File: src/rtl/sdram_burst_writer.sv
// Collects upstream words into a one-burst buffer and replays them to the SDRAM
// writer port as an address beat followed by BURST_LENGTH data beats.
module sdram_burst_writer #(
    parameter int ADDR_WIDTH   = 24,
    parameter int DATA_WIDTH   = 16,
    parameter int BURST_LENGTH = 8
) (
    input  logic                  clk,
    input  logic                  rst,
    input  logic                  start_i,
    input  logic [ADDR_WIDTH-1:0] base_addr_i,
    input  logic                  s_valid,
    output logic                  s_ready,
    input  logic [DATA_WIDTH-1:0] s_data,
    input  logic [1:0]            s_dqm,
    input  logic                  s_last,
    output logic                  writer_valid,
    input  logic                  writer_ready,
    output logic [ADDR_WIDTH-1:0] writer_addr,
    output logic [DATA_WIDTH-1:0] writer_data,
    output logic [1:0]            writer_dqm_o,
    output logic                  busy_o,
    output logic [15:0]           burst_cnt_o
);

    localparam int IDX_W = $clog2(BURST_LENGTH);
    localparam int CNT_W = IDX_W + 1;
    localparam logic [CNT_W-1:0]      CNT_LAST   = CNT_W'(BURST_LENGTH - 1);
    localparam logic [IDX_W-1:0]      IDX_LAST   = IDX_W'(BURST_LENGTH - 1);
    localparam logic [ADDR_WIDTH-1:0] ADDR_STEP  = ADDR_WIDTH'(BURST_LENGTH);
    localparam logic [ADDR_WIDTH-1:0] ALIGN_MASK = ~(ADDR_WIDTH'(BURST_LENGTH - 1));

    typedef enum logic [1:0] {
        FILL = 2'd0,
        ADDR = 2'd1,
        DATA = 2'd2
    } state_t;

    state_t                state;
    logic [CNT_W-1:0]      cnt;
    logic [IDX_W-1:0]      idx;
    logic [ADDR_WIDTH-1:0] addr_ptr;
    logic [DATA_WIDTH+1:0] buffer [BURST_LENGTH];

    logic                  accept;
    logic                  start_ok;
    logic                  fill_done;
    logic [ADDR_WIDTH-1:0] ptr_eff;
    logic [IDX_W-1:0]      fetch_idx;
    logic                  fetch_pad;
    logic [DATA_WIDTH+1:0] fetch_word;

    assign s_ready   = (state == FILL) && !rst;
    assign accept    = s_valid && s_ready;
    assign start_ok  = start_i && (state == FILL) && (cnt == '0);
    assign ptr_eff   = start_ok ? (base_addr_i & ALIGN_MASK) : addr_ptr;
    assign fill_done = accept && (s_last || (cnt == CNT_LAST));
    assign busy_o    = (state != FILL) || (cnt != '0);

    // Next beat to present: entry 0 after the address beat, else idx+1; unfilled slots pad with mask 11.
    assign fetch_idx  = (state == ADDR) ? '0 : idx + 1'b1;
    assign fetch_pad  = ({1'b0, fetch_idx} >= cnt);
    assign fetch_word = fetch_pad ? {2'b11, {DATA_WIDTH{1'b0}}} : buffer[fetch_idx];

    always_ff @(posedge clk) begin
        if (accept) begin
            buffer[cnt[IDX_W-1:0]] <= {s_dqm, s_data};
        end
    end

    always_ff @(posedge clk) begin
        if (rst) begin
            state        <= FILL;
            cnt          <= '0;
            idx          <= '0;
            addr_ptr     <= '0;
            burst_cnt_o  <= '0;
            writer_valid <= 1'b0;
            writer_addr  <= '0;
            writer_data  <= '0;
            writer_dqm_o <= 2'b11;
        end else begin
            case (state)
                FILL: begin
                    if (start_ok) begin
                        addr_ptr    <= ptr_eff;
                        burst_cnt_o <= '0;
                    end
                    if (accept) begin
                        cnt <= cnt + 1'b1;
                    end
                    if (fill_done) begin
                        state        <= ADDR;
                        writer_valid <= 1'b1;
                        writer_addr  <= ptr_eff;
                    end
                end
                ADDR: begin
                    if (writer_ready) begin
                        state        <= DATA;
                        idx          <= '0;
                        writer_data  <= fetch_word[DATA_WIDTH-1:0];
                        writer_dqm_o <= fetch_word[DATA_WIDTH+1:DATA_WIDTH];
                    end
                end
                DATA: begin
                    if (writer_ready) begin
                        if (idx == IDX_LAST) begin
                            state        <= FILL;
                            writer_valid <= 1'b0;
                            writer_dqm_o <= 2'b11;
                            cnt          <= '0;
                            addr_ptr     <= addr_ptr + ADDR_STEP;
                            burst_cnt_o  <= burst_cnt_o + 16'd1;
                        end else begin
                            idx          <= idx + 1'b1;
                            writer_data  <= fetch_word[DATA_WIDTH-1:0];
                            writer_dqm_o <= fetch_word[DATA_WIDTH+1:DATA_WIDTH];
                        end
                    end
                end
                default: begin
                    state <= FILL;
                end
            endcase
        end
    end

endmodule

File: config.mk
export PLATFORM = sky130hd
export DESIGN_NAME = sdram_burst_writer
export DESIGN_NICKNAME = d
export VERILOG_FILES = /design/src/rtl/sdram_burst_writer.sv
export SDC_FILE = /design/constraint.sdc
export NUM_CORES = 1
export LEC_CHECK = 0
export BUFFER_PORTS_ARGS = -buffer_cell sky130_fd_sc_hd__clkbuf_2
export CAP_MARGIN = 20
export CORE_MARGIN = 5
export CORE_UTILIZATION = 60
export CTS_BUF_LIST = sky130_fd_sc_hd__clkbuf_8
export DETAILED_ROUTE_END_ITERATION = 7
export PLACE_DENSITY = 0.82
export SLEW_MARGIN = 5
export SYNTH_ARGS = -nofsm -noshare
export SYNTH_HDL_FRONTEND = slang
export SYNTH_SLANG_ARGS = --single-unit
File: constraint.sdc
create_clock -name clk -period 3.26 [get_ports clk]
set_input_delay 0.489 -clock clk [delete_from_list [all_inputs] [get_ports clk]]
set_output_delay 0.489 -clock clk [all_outputs]
set_load 0.005 [all_outputs]
======== Yosys cells after proc, flatten, opt, wreduce, memory -nomap -nowiden ========
Memories as Yosys holds them, arrays and structs flattened.
Index checks and enable logic that the tools add are counted.
operators by class
  $lt $le $gt $ge ......................... 1
  multiply operators ...................... 0
  add/subtract/negate cells ............... 4
  divide/modulo/power cells ............... 0
  reductions and logical operators ........ 21
  shift-type cells ........................ 0
  muxes and demuxes ....................... 38
  equality and inequality tests ........... 11
  bitwise logic cells ..................... 0
operators by type and width
  operator                                              count
  two-way mux 16 bit                                    6
  two-way mux 24 bit                                    4
  one-hot mux 16 bit (2 select lines)                   2
  one-hot mux 24 bit (2 select lines)                   1
  adder 24 x 4 -> 24 bit (second input constant)        1
  AND reduction 4 bit                                   5
  two-way mux 18 bit                                    1
  adder 16 x 1 -> 16 bit (second input constant)        1
  two-way mux 2 bit                                     7
  != test 2 bit (second input constant)                 7
  two-way mux 3 bit                                     4
  two-way mux 4 bit                                     3
  one-hot mux 4 bit (2 select lines)                    1
  one-hot mux 2 bit (3 select lines)                    1
  one-hot mux 3 bit (2 select lines)                    1
  nonzero test 2 bit                                    3
  logical AND 1 bit                                     5
  two-way mux 1 bit                                     5
  adder 4 x 1 -> 4 bit (second input constant)          1
  equality test 4 x 3 -> 1 bit (second input constant)  1
  greater-or-equal comparator 3 x 4 -> 1 bit            1
  zero test 4 bit                                       1
  one-hot mux 2 bit (2 select lines)                    1
  nonzero test 4 bit                                    1
  10 further kinds                                      11
storage, ports and cells
  output and inout bits ................... 61
  memories kept ........................... 1
  bits in latches ......................... 0
  RAM bits ................................ 144
  register bits after elaboration ......... 92
  memory bits (read-only) ................. 0
memory list
  memory  words  bits a word  rd ports  clocked after memory_dff  wr ports  line  source
  buffer  8      18           1         0                         1         43    logic [DATA_WIDTH+1:0] buffer [BURST_LENGTH];

======== Logic depth before layout (Yosys ltp) ========
Gate-level depths: netlist of the first run.
  depth in word-level cells ............... 7
  mapped depth ............................ 11
  depth with buffers taken out ............ 9

======== Worst setup path before layout of the first run ========
Ideal clock, no wire load.
  path type ............................... input to register
  start point ............................. input rst
  end point ............................... memory buffer[1][0] (netlist bit), enable pin
  stages on the path ...................... 4
  setup time .............................. 416 ps
  data arrival time ....................... 2463 ps
  slack ................................... 381 ps
  cells stage by stage .................... buf_2 > nor4b_4 > nand2_1 > nor3_1
on the way
  word-level cells in the longest chain between the ends .. 5
RTL lines
  what                                     line  source
  from (decl)                              9     input logic rst,
  zero test 1 bit                          53    assign s_ready = (state == FILL) && !rst;
  logical AND 1 bit                        53
  logical AND 1 bit                        54    assign accept = s_valid && s_ready;
  two-way mux 1 bit                        66    if (accept) begin
  two-way mux 1 bit (implied by the code)  67    buffer[cnt[IDX_W-1:0]] <= {s_dqm, s_data};
  to (decl)                                43
No other way between the ends.

======== Worst setup path in the final report of the first run ========
  start point ............................. register idx[1]
  end point ............................... register burst_cnt_o[14]
on the way
  word-level cells in the longest chain between the ends .. 3
RTL lines
  what                                  line  source
  from (decl)                           41    logic [IDX_W-1:0] idx;
  from (signal assigned)                116   idx <= idx + 1'b1;
  equality test 3 bit                   108   if (idx == IDX_LAST) begin
  != test 2 bit (no source line)        n/a
  AND reduction 4 bit (no source line)  n/a
  to (signal assigned)                  114   burst_cnt_o <= burst_cnt_o + 16'd1;
  to (decl)                             23    output logic [15:0] burst_cnt_o
No other way between the ends.
A chain may end at the register's enable or synchronous reset.

==> results of run 1 <==
==> area by class of cell <==
| cell class | count | share of cell area, % |
|---|---|---|
| inverters | 8 | 0.269 |
| multi-input cells | 509 | 28.7 |
| repair buffers | 131 | 6.57 |
| clock inverters | 22 | 1.13 |
| flip-flops and latches | 236 | 55.3 |
| clock buffers | 46 | 5.67 |
| well taps | 216 | 2.42 |
==> registers in the layout (all words and copies together) (netlist names) <==
signal        flops
cnt               4
writer_addr      24
burst_cnt_o      16
writer_data      16
idx               3
writer_valid      1
writer_dqm_o      2
state             2
addr_ptr         24
buffer          144
==> through the flow <==
| stage | instance area (um^2) | std cells | hold WS [ns] |
|---|---|---|---|
| after global routing | 11200 | 1168 | 0.205 |
| after CTS | 11200 | 1168 | 0.195 |
| after floorplan | 9600 | 800 | 0.429 |
| final | 11200 | 1168 | 0.222 |
| after detailed placement | 10400 | 1100 | 0.445 |
| after global placement | 10400 | 1100 | 0.443 |
==> cell usage in the layout, fill, tap and decap left out, types with 3 or more instances in the layout <==
cell type,count
xor2_1,4
o21ai_0,31
nand2b_1,7
nor4_1,4
clkbuf_8,46
dfxtp_1,91
nor2b_1,6
nor3_2,3
mux2_2,39
nand4_1,9
nor3_1,12
o221ai_1,16
edfxtp_1,144
a221oi_1,5
nor2_1,77
buf_4,25
and3_1,4
clkinv_2,4
a311oi_1,7
a31oi_1,14
clkbuf_2,105
and2_1,7
o22ai_1,32
inv_1,22
ha_1,9
or3_1,9
a211oi_1,15
nand3_1,24
xnor2_1,8
a22o_1,21
a21oi_1,44
nand2_1,69
and4_1,4
==> logic make-up (layout without fill, tap and decap cells) <==
family | count (synthesis) | after routing
XOR/XNOR | 12 | 12
flip-flops | 236 | 236
multiplexers | 41 | 41
adder cells (fa/ha/maj) | 9 | 9
AND/OR/NAND/NOR | 249 | 249
AO/OA/AOI/OAI | 198 | 198
buffers and inverters | 55 | 207
==> final timing paths <==
kind	startpoint	slack, ns	to	depth (start not counted)
min reg2reg	writer_addr[0]$_SDFFE_PP0P_	0.45	writer_addr[0]$_SDFFE_PP0P_	2
max	idx[1]$_SDFFE_PP0P_	0.70	burst_cnt_o[14]$_SDFFE_PP0P_	7
max reg2reg	idx[1]$_SDFFE_PP0P_	0.70	burst_cnt_o[14]$_SDFFE_PP0P_	7
min	s_data[15]	0.22	buffer[1][15]$_DFFE_PP_	1
==> where the power goes <==
| part | switching, uW | internal (uW) | leakage, uW | total, uW |
|---|---|---|---|---|
| logic | 253 | 139 | 0.00157 | 393 |
| clock network | 1130 | 1360 | 0.000451 | 2500 |
| registers | 48.8 | 3230 | 0.00205 | 3270 |
==> metal layers <==
metal  up-vias  global-route usage [%]  share of wire (%)
li1       3297                       -                  -
met1      3341                    31.2                 42
met2       322                    40.5                 48
met3        43                    4.15                7.9
met4         0                    8.51                2.1
met5         -                       0                  0
==> reports/qor.csv, run 1 <==
metric,value,unit
layout cells sized above 1,24.6,%
post-layout util,70.8,%
"count leader, synth",edfxtp_1,
CP endpoint kind,flop,
area growth from synthesis to layout,16.3,%
Die Y,136,um
Post-Syn Area,9600,um^2
Gate Count Post-Synth,800,
leakage,0.00407,uW
"Reg clk slew, reported paths",0.06,ns
"Max stage delay cell, worst path",and4b_1,
CTS tree,built,
initial drt markers,568,
gr ovfl total,0,
synthesized net count,857,
most frequent CP cell,ha_1,
Final Wtd Congestion,0.887,
diodes inserted,0,
largest family of logic cells by synthesized area,compound AO/OA/AOI/OAI gates,
CTS Hold Buffers Added,0,
"EDFF count, synth",144,
initial antenna violation count,0,
final setup TNS,0,ns
RSZ-0062 raised after global routing,false,
XOR/XNOR Fraction of Synth Area,1.10,%
die width,136,um
FILL cells,1121,
post-synth cell types,53,
status,"complete, no violations",
drt first pass iters,5,
adder-cell share of the synthesized area,1.17,%
largest net degree at the start of global routing,65,
Tot Pwr,6160,uW
die area,18600,um^2
Initial Util,60.9,%
Final period util,78.5,%
Ys Warns,0,
worst-margin pin slew,0.922,ns
final hold violation count,0,
"top cells by area, synth","edfxtp_1 (45%), dfxtp_1 (19%), mux2_2 (4.6%), nor2_1 (3.1%), nand2_1 (2.7%)",
worst skew pair latency,0.54,ns
VDD IR max,0.420,mV
Post-Synth Simple-Gate Area,12.6,%
mux cell area share after synthesis,4.78,%
final worst slack,0.701,ns
Via density,6.00,
HPWL after DPL,13200,um
Commonest cells post-synth,"edfxtp_1 (144), dfxtp_1 (92), nor2_1 (78)",
Buf/Inv on CP,0,
post-CTS resize count,0,
number of max-cap violations,0,
Post-CTS Setup Bufs,0,
clock buffer depth,3,
compound-cell area share of the yosys netlist,13.6,%
Root Driver,clkbuf_8,
startpoint class of the critical path,flop,
most common flop cell mapped by yosys,edfxtp_1,
pwr dens,552,nW/um^2
final WL,21900,um
CORE AREA,15800,um^2
WL per Instance,18.8,um
crit path cell chain,ha_1 > ha_1 > and4b_1 > a21o_1 > nand3_1 > or4_1 > a21oi_1,
first-pass GRT wire length,35000,um
clock sink total,236,
Tmin final,2.56,ns
Place WS,0.732,ns
critical path data arrival time,3.01,ns
Finish-stage setup viols,0,
Max Freq,391,MHz
All-Layer GR Usage,23.9,%
IO Count,109,
antenna-violating nets left,0,
Worst path top cell family by delay,simple AND/OR/NAND/NOR gates,
post-synthesis sequential area ratio,64.2,%
Synth Register Bits,236,
Synth Area per Inst,12.0,um^2
Worst Path Required,3.71,ns
CP peak stage delay,0.47,ns
Final nets,980,
Worst Setup Path Type,flop to flop,
Final Skew,0.0265,ns
cts bufs inserted,37,
register area,6170,um^2
Multi-input gate area,3200,um^2
FP Rows,46,
"Async S/R FF share, synth",0,%
crit-path max FO,11,
DRC viols,0,
relative slew slack,38.5,%
routed vias,7003,
"Slew Viols, Final",0,
vias in the first global route,6768,
Hold WC Path Type,input port to flop,
IO buf count,105,
htree depth,2,
share of the synthesized area in the top cell type,45.1,%
post-synth top area cell,edfxtp_1,
Power figures use the tool's default switching activity.
==> run 2: changes to the inputs <==
clock period = 2.5 ns   (was 3.26 ns; I/O delays follow)
==> run 2 against run 1 <==
  * The run now ends with design-rule violations left
  * Sequential power grew 31%
  * First-iteration DRC count rose by 6.7%
  * Non-clock buffer count up 16
  * Setup slack worse by 0.52 ns
  * Maximum frequency rose by 10%
  * Utilization grew 0.82 points
  * Final area up 1.2%
  * Register-to-register slack worse by 0.52 ns
  * Power is 30% higher
  * Hold slack lost 0.11 ns
  * Critical path type unchanged
  * Largest power group unchanged
  * Highest routed layer unchanged
==> reports/qor.csv, run 2 (same netlist as run 1, synthesis figures left out) <==
metric,value,unit
status,"finished, violations left",
failing checks,design-rule violations,
IO buf count,105,
Die Y,136,um
leakage,0.00416,uW
antenna-violating nets left,0,
pwr dens,709,nW/um^2
most frequent cells in the layout,"edfxtp_1 (144), clkbuf_2 (105), dfxtp_1 (90)",
Max Freq,431,MHz
"Reg clk slew, reported paths",0.06,ns
CTS tree,built,
relative slew slack,52.0,%
final worst slack,0.182,ns
CP peak stage delay,0.40,ns
drt first pass iters,8,
Tot Pwr,8000,uW
most frequent CP cell,ha_1,
crit-path max FO,10,
clock share of power,39.9,%
clock buffer depth,3,
Finish-stage setup viols,0,
FP Rows,46,
Root Driver,clkbuf_8,
crit path cell chain,ha_1 > ha_1 > nand2_2 > clkinv_2 > ha_1 > a211oi_1 > nor3_1 > nor3_2 > buf_4 > a22o_1,
routed vias,7088,
CP endpoint kind,flop,
gr ovfl total,0,
Hold WC Path Type,input port to flop,
"most common cell after layout, fill and taps aside",edfxtp_1,
final setup TNS,0,ns
critical path data arrival time,2.78,ns
area growth from synthesis to layout,17.6,%
layout cells sized above 1,26.3,%
max reg flops,144,
htree depth,2,
Logic pwr share,6.7,%
Final Skew,0.0207,ns
Via density,5.98,
DRC viols,1,
Final period util,92.7,%
FILL cells,1113,
worst-margin pin slew,0.718,ns
initial antenna violation count,0,
final hold violation count,0,
Final Wtd Congestion,0.853,
first-pass GRT wire length,35800,um
Worst Path Required,2.96,ns
startpoint class of the critical path,flop,
Post-CTS Setup Bufs,0,
Initial Util,60.9,%
Reg power frac,53.4,%
Final nets,997,
die width,136,um
RSZ-0062 raised after global routing,false,
final WL,22500,um
worst skew pair latency,0.53,ns
VDD IR max,0.633,mV
Int Power,6120,uW
clock sink total,236,
Worst Setup Path Type,flop to flop,
"Max stage delay cell, worst path",dfxtp_4,
number of max-cap violations,0,
Net Sw Frac,23.5,%
CORE AREA,15800,um^2
largest net degree at the start of global routing,65,
initial drt markers,606,
cts bufs inserted,38,
Place WS,0.0747,ns
Tmin final,2.32,ns
vias in the first global route,7045,
die area,18600,um^2
Switch Pwr,1880,uW
HPWL after DPL,14300,um
"Slew Viols, Final",0,
IO Count,109,
CTS Hold Buffers Added,0,
diodes inserted,0,
All-Layer GR Usage,24.5,%
WL per Instance,19.0,um
run 2: cell types whose count changed in the layout (fill, tap and decap cells not counted), moves of 2 or more:
| cell | change |
|---|---|
| nor2_2 | +4 |
| buf_6 | +2 |
| nor2_1 | -4 |
| buf_4 | +14 |
| clkbuf_8 | -2 |
run 2: timing repair:
action                                  CTS  global route
hold endpoints to repair                  0             0
endpoints found under the setup margin    0            17
gates resized for setup                   0             3
run 2: final timing paths:
check,start,end,slack (ns),depth (start not counted)
max reg2reg,idx[0]$_SDFFE_PP0P_,writer_data[3]$_SDFFE_PP0P_,0.18,10
min,base_addr_i[11],writer_addr[11]$_SDFFE_PP0P_,0.11,3
max,idx[0]$_SDFFE_PP0P_,writer_data[3]$_SDFFE_PP0P_,0.18,10
min reg2reg,writer_addr[0]$_SDFFE_PP0P_,writer_addr[0]$_SDFFE_PP0P_,0.46,2
run 2: power by group through the flow:
stage          sequential [uW]  clock [uW]  combinational (uW)
2_1_floorplan             4340           0                 319
3_3_place_gp              4350           0                 509
3_5_place_dp              4350           0                 525
4_1_cts                   4270        3240                 530
5_1_grt                   4280        3420                 586
6_report                  4270        3190                 533
run 2: area by class of cell:
cell class	instances	area, um^2	share of cell area (%)
tap	216	270	2.39
multi-input combinational	509	3210	28.5
timing repair buffer	147	861	7.63
clock buffer	44	606	5.36
inverter	8	31.3	0.277
sequential	236	6170	54.7
clock inverter	25	138	1.22
run 2: through the flow:
stage / area (um^2) / std cells / hold slack [ns] / util, %
floorplan: 9610 / 800 / 0.429 / -
global route: 11300 / 1185 / 0.104 / 71.6
global placement: 10500 / 1115 / 0.441 / 66.7
CTS: 11300 / 1185 / 0.0911 / 71.5
detailed placement: 10500 / 1116 / 0.451 / 66.8
finish: 11300 / 1185 / 0.108 / 71.6
run 2: metal layers:
layer / vias up / share of wire [%] / track usage, %
met5: - / 0 / 0
met4: 0 / 2.4 / 9.57
met3: 53 / 8.1 / 4.89
met2: 322 / 50 / 41.4
met1: 3380 / 40 / 31.0
li1: 3333 / - / -
run 2: critical path: cells and delay by family (launching register included):
family                     cells  cell delay (ns)
AOI/OAI and AO/OA              2             0.39
DFF                            1             0.40
buffers and inverters          2             0.31
adders and majority gates      3             0.73
and+or+nand+nor                3             0.43
==> run 3: changes to the inputs <==
PLACE_DENSITY = 0.89   (was 0.82)
RECOVER_POWER = 100   (was unset)
==> run 3 against run 2 <==
  * The run now ends clean
  * Clock-buffer cell count down 3
  * Routed wire length up 1.3%
  * Combinational power down 2%
  * Utilization down 0.99 points
  * Die area unchanged
  * First-iteration DRC count up 11%
  * Sequential share of layout area up 0.72 points
  * Largest cell class unchanged
  * Largest power group unchanged
==> reports/qor.csv, run 3 (same netlist as run 1, synthesis figures left out) <==
metric,value,unit
Final nets,987,
FILL cells,1095,
pwr dens,720,nW/um^2
Root Driver,clkbuf_8,
initial antenna violation count,0,
most frequent cells in the layout,"edfxtp_1 (144), dfxtp_1 (92), nor2_1 (78)",
post-CTS resize count,0,
diodes inserted,0,
Critical R2R Capture,buffer[4][12]$_DFFE_PP_,
Final period util,92.4,%
cts bufs inserted,37,
leakage,0.00394,uW
reg2reg start,state[1]$_SDFFE_PP0P_,
"Slew Viols, Final",0,
max reg flops,144,
Via density,6.11,
Worst Setup Path Type,flop to flop,
Die Y,136,um
largest net degree at the start of global routing,64,
status,"complete, no violations",
CP endpoint,buffer[4][12]$_DFFE_PP_,
Crit. Startpoint,state[1]$_SDFFE_PP0P_,
All-Layer GR Usage,24.5,%
first-pass GRT wire length,35800,um
Tmin final,2.31,ns
Max Freq,433,MHz
RSZ-0062 raised after global routing,false,
Final Skew,0.0299,ns
worst r2r path cells,5,
"most common cell after layout, fill and taps aside",edfxtp_1,
area growth from synthesis to layout,16.0,%
worst-margin pin slew,0.637,ns
Finish-stage setup viols,0,
startpoint class of the critical path,flop,
initial drt markers,672,
Worst Path Required,2.65,ns
Tot Pwr,8020,uW
critical path data arrival time,2.46,ns
die width,136,um
routed vias,7185,
drt first pass iters,5,
HPWL after DPL,14000,um
FF-to-FF setup slack,0.19,ns
crit-path max FO,18,
clock sink total,236,
IO Count,109,
Hold WC Path Type,input port to flop,
VDD IR max,0.477,mV
relative slew slack,57.5,%
antenna-violating nets left,0,
worst skew pair latency,0.54,ns
final WL,22800,um
DRC viols,0,
Final Wtd Congestion,0.863,
final hold violation count,0,
htree depth,2,
number of max-cap violations,0,
IO buf count,105,
Initial Util,60.9,%
Post-CTS Setup Bufs,0,
die area,18600,um^2
CP endpoint kind,flop,
"Reg clk slew, reported paths",0.06,ns
WL per Instance,19.4,um
CTS Hold Buffers Added,0,
clock buffer depth,3,
CTS tree,built,
FP Rows,46,
layout cells sized above 1,20.0,%
final setup TNS,0,ns
gr ovfl total,0,
CORE AREA,15800,um^2
vias in the first global route,6942,
## run 3: cell types whose count changed in the layout (fill, tap and decap cells not counted), sizes merged
cell    previous run  this run
buf               42        24
bufinv             1         2
clkbuf           149       155
clkinv             6        11
inv               25        21
## run 3: area by class of cell
type	count	area, um^2	share of cell area (%)
Clock inverter	27	176	1.58
Inverter	8	31.3	0.281
Sequential cell	236	6170	55.4
Tap cell	216	270	2.43
Clock buffer	41	564	5.07
Multi-Input combinational cell	509	3190	28.7
Timing Repair Buffer	138	729	6.55
## run 3: power breakdown
part,total [uW],switching [uW],internal [uW]
Combinational,523,337,186
Clock,3220,1490,1730
Sequential,4270,62.1,4210
## run 3: worst min-delay path by stage
stage          slack, ns                           end                   startpoint  cells past startpoint
5_1_grt              0.1     addr_ptr[17]$_SDFFE_PP0P_                          rst                      2
6_report            0.11  writer_addr[11]$_SDFFE_PP0P_              base_addr_i[11]                      3
4_1_cts             0.08  writer_addr[11]$_SDFFE_PP0P_              base_addr_i[11]                      3
3_3_place_gp        0.44   writer_addr[1]$_SDFFE_PP0P_  writer_addr[1]$_SDFFE_PP0P_                      2
3_5_place_dp        0.45   writer_addr[0]$_SDFFE_PP0P_  writer_addr[0]$_SDFFE_PP0P_                      2
2_1_floorplan       0.43      addr_ptr[0]$_SDFFE_PP0P_     addr_ptr[0]$_SDFFE_PP0P_                      1
## run 3: per-stage QoR
stage                     util, %  std cells  hold slack, ns  worst slack, ns  cell area, um^2
after floorplan                 -        800           0.429           0.0612             9610
after global placement       66.4       1107           0.441            0.322            10500
after detailed placement     66.4       1107           0.449            0.284            10500
after CTS                    71.1       1175          0.0837            0.292            11200
after global routing         70.6       1175          0.0989           0.0387            11100
final                        70.6       1175           0.107            0.191            11100
## run 3: worst max-delay path: stages (launching register included)
cell and delay, ns:
dfxtp_1 0.31, clkbuf_1 0.22, nor4b_4 0.58, nand2_1 0.20
nor2_1 0.14, clkbuf_2 0.49
## run 3: metal layers
| metal | track usage, % | up-vias | share of wire, % |
|---|---|---|---|
| met5 | 0 | - | 0 |
| met2 | 40.0 | 346 | 49 |
| met4 | 8.17 | 0 | 2.4 |
| met1 | 33.1 | 3473 | 40 |
| li1 | - | 3309 | - |
| met3 | 4.52 | 57 | 7.9 |
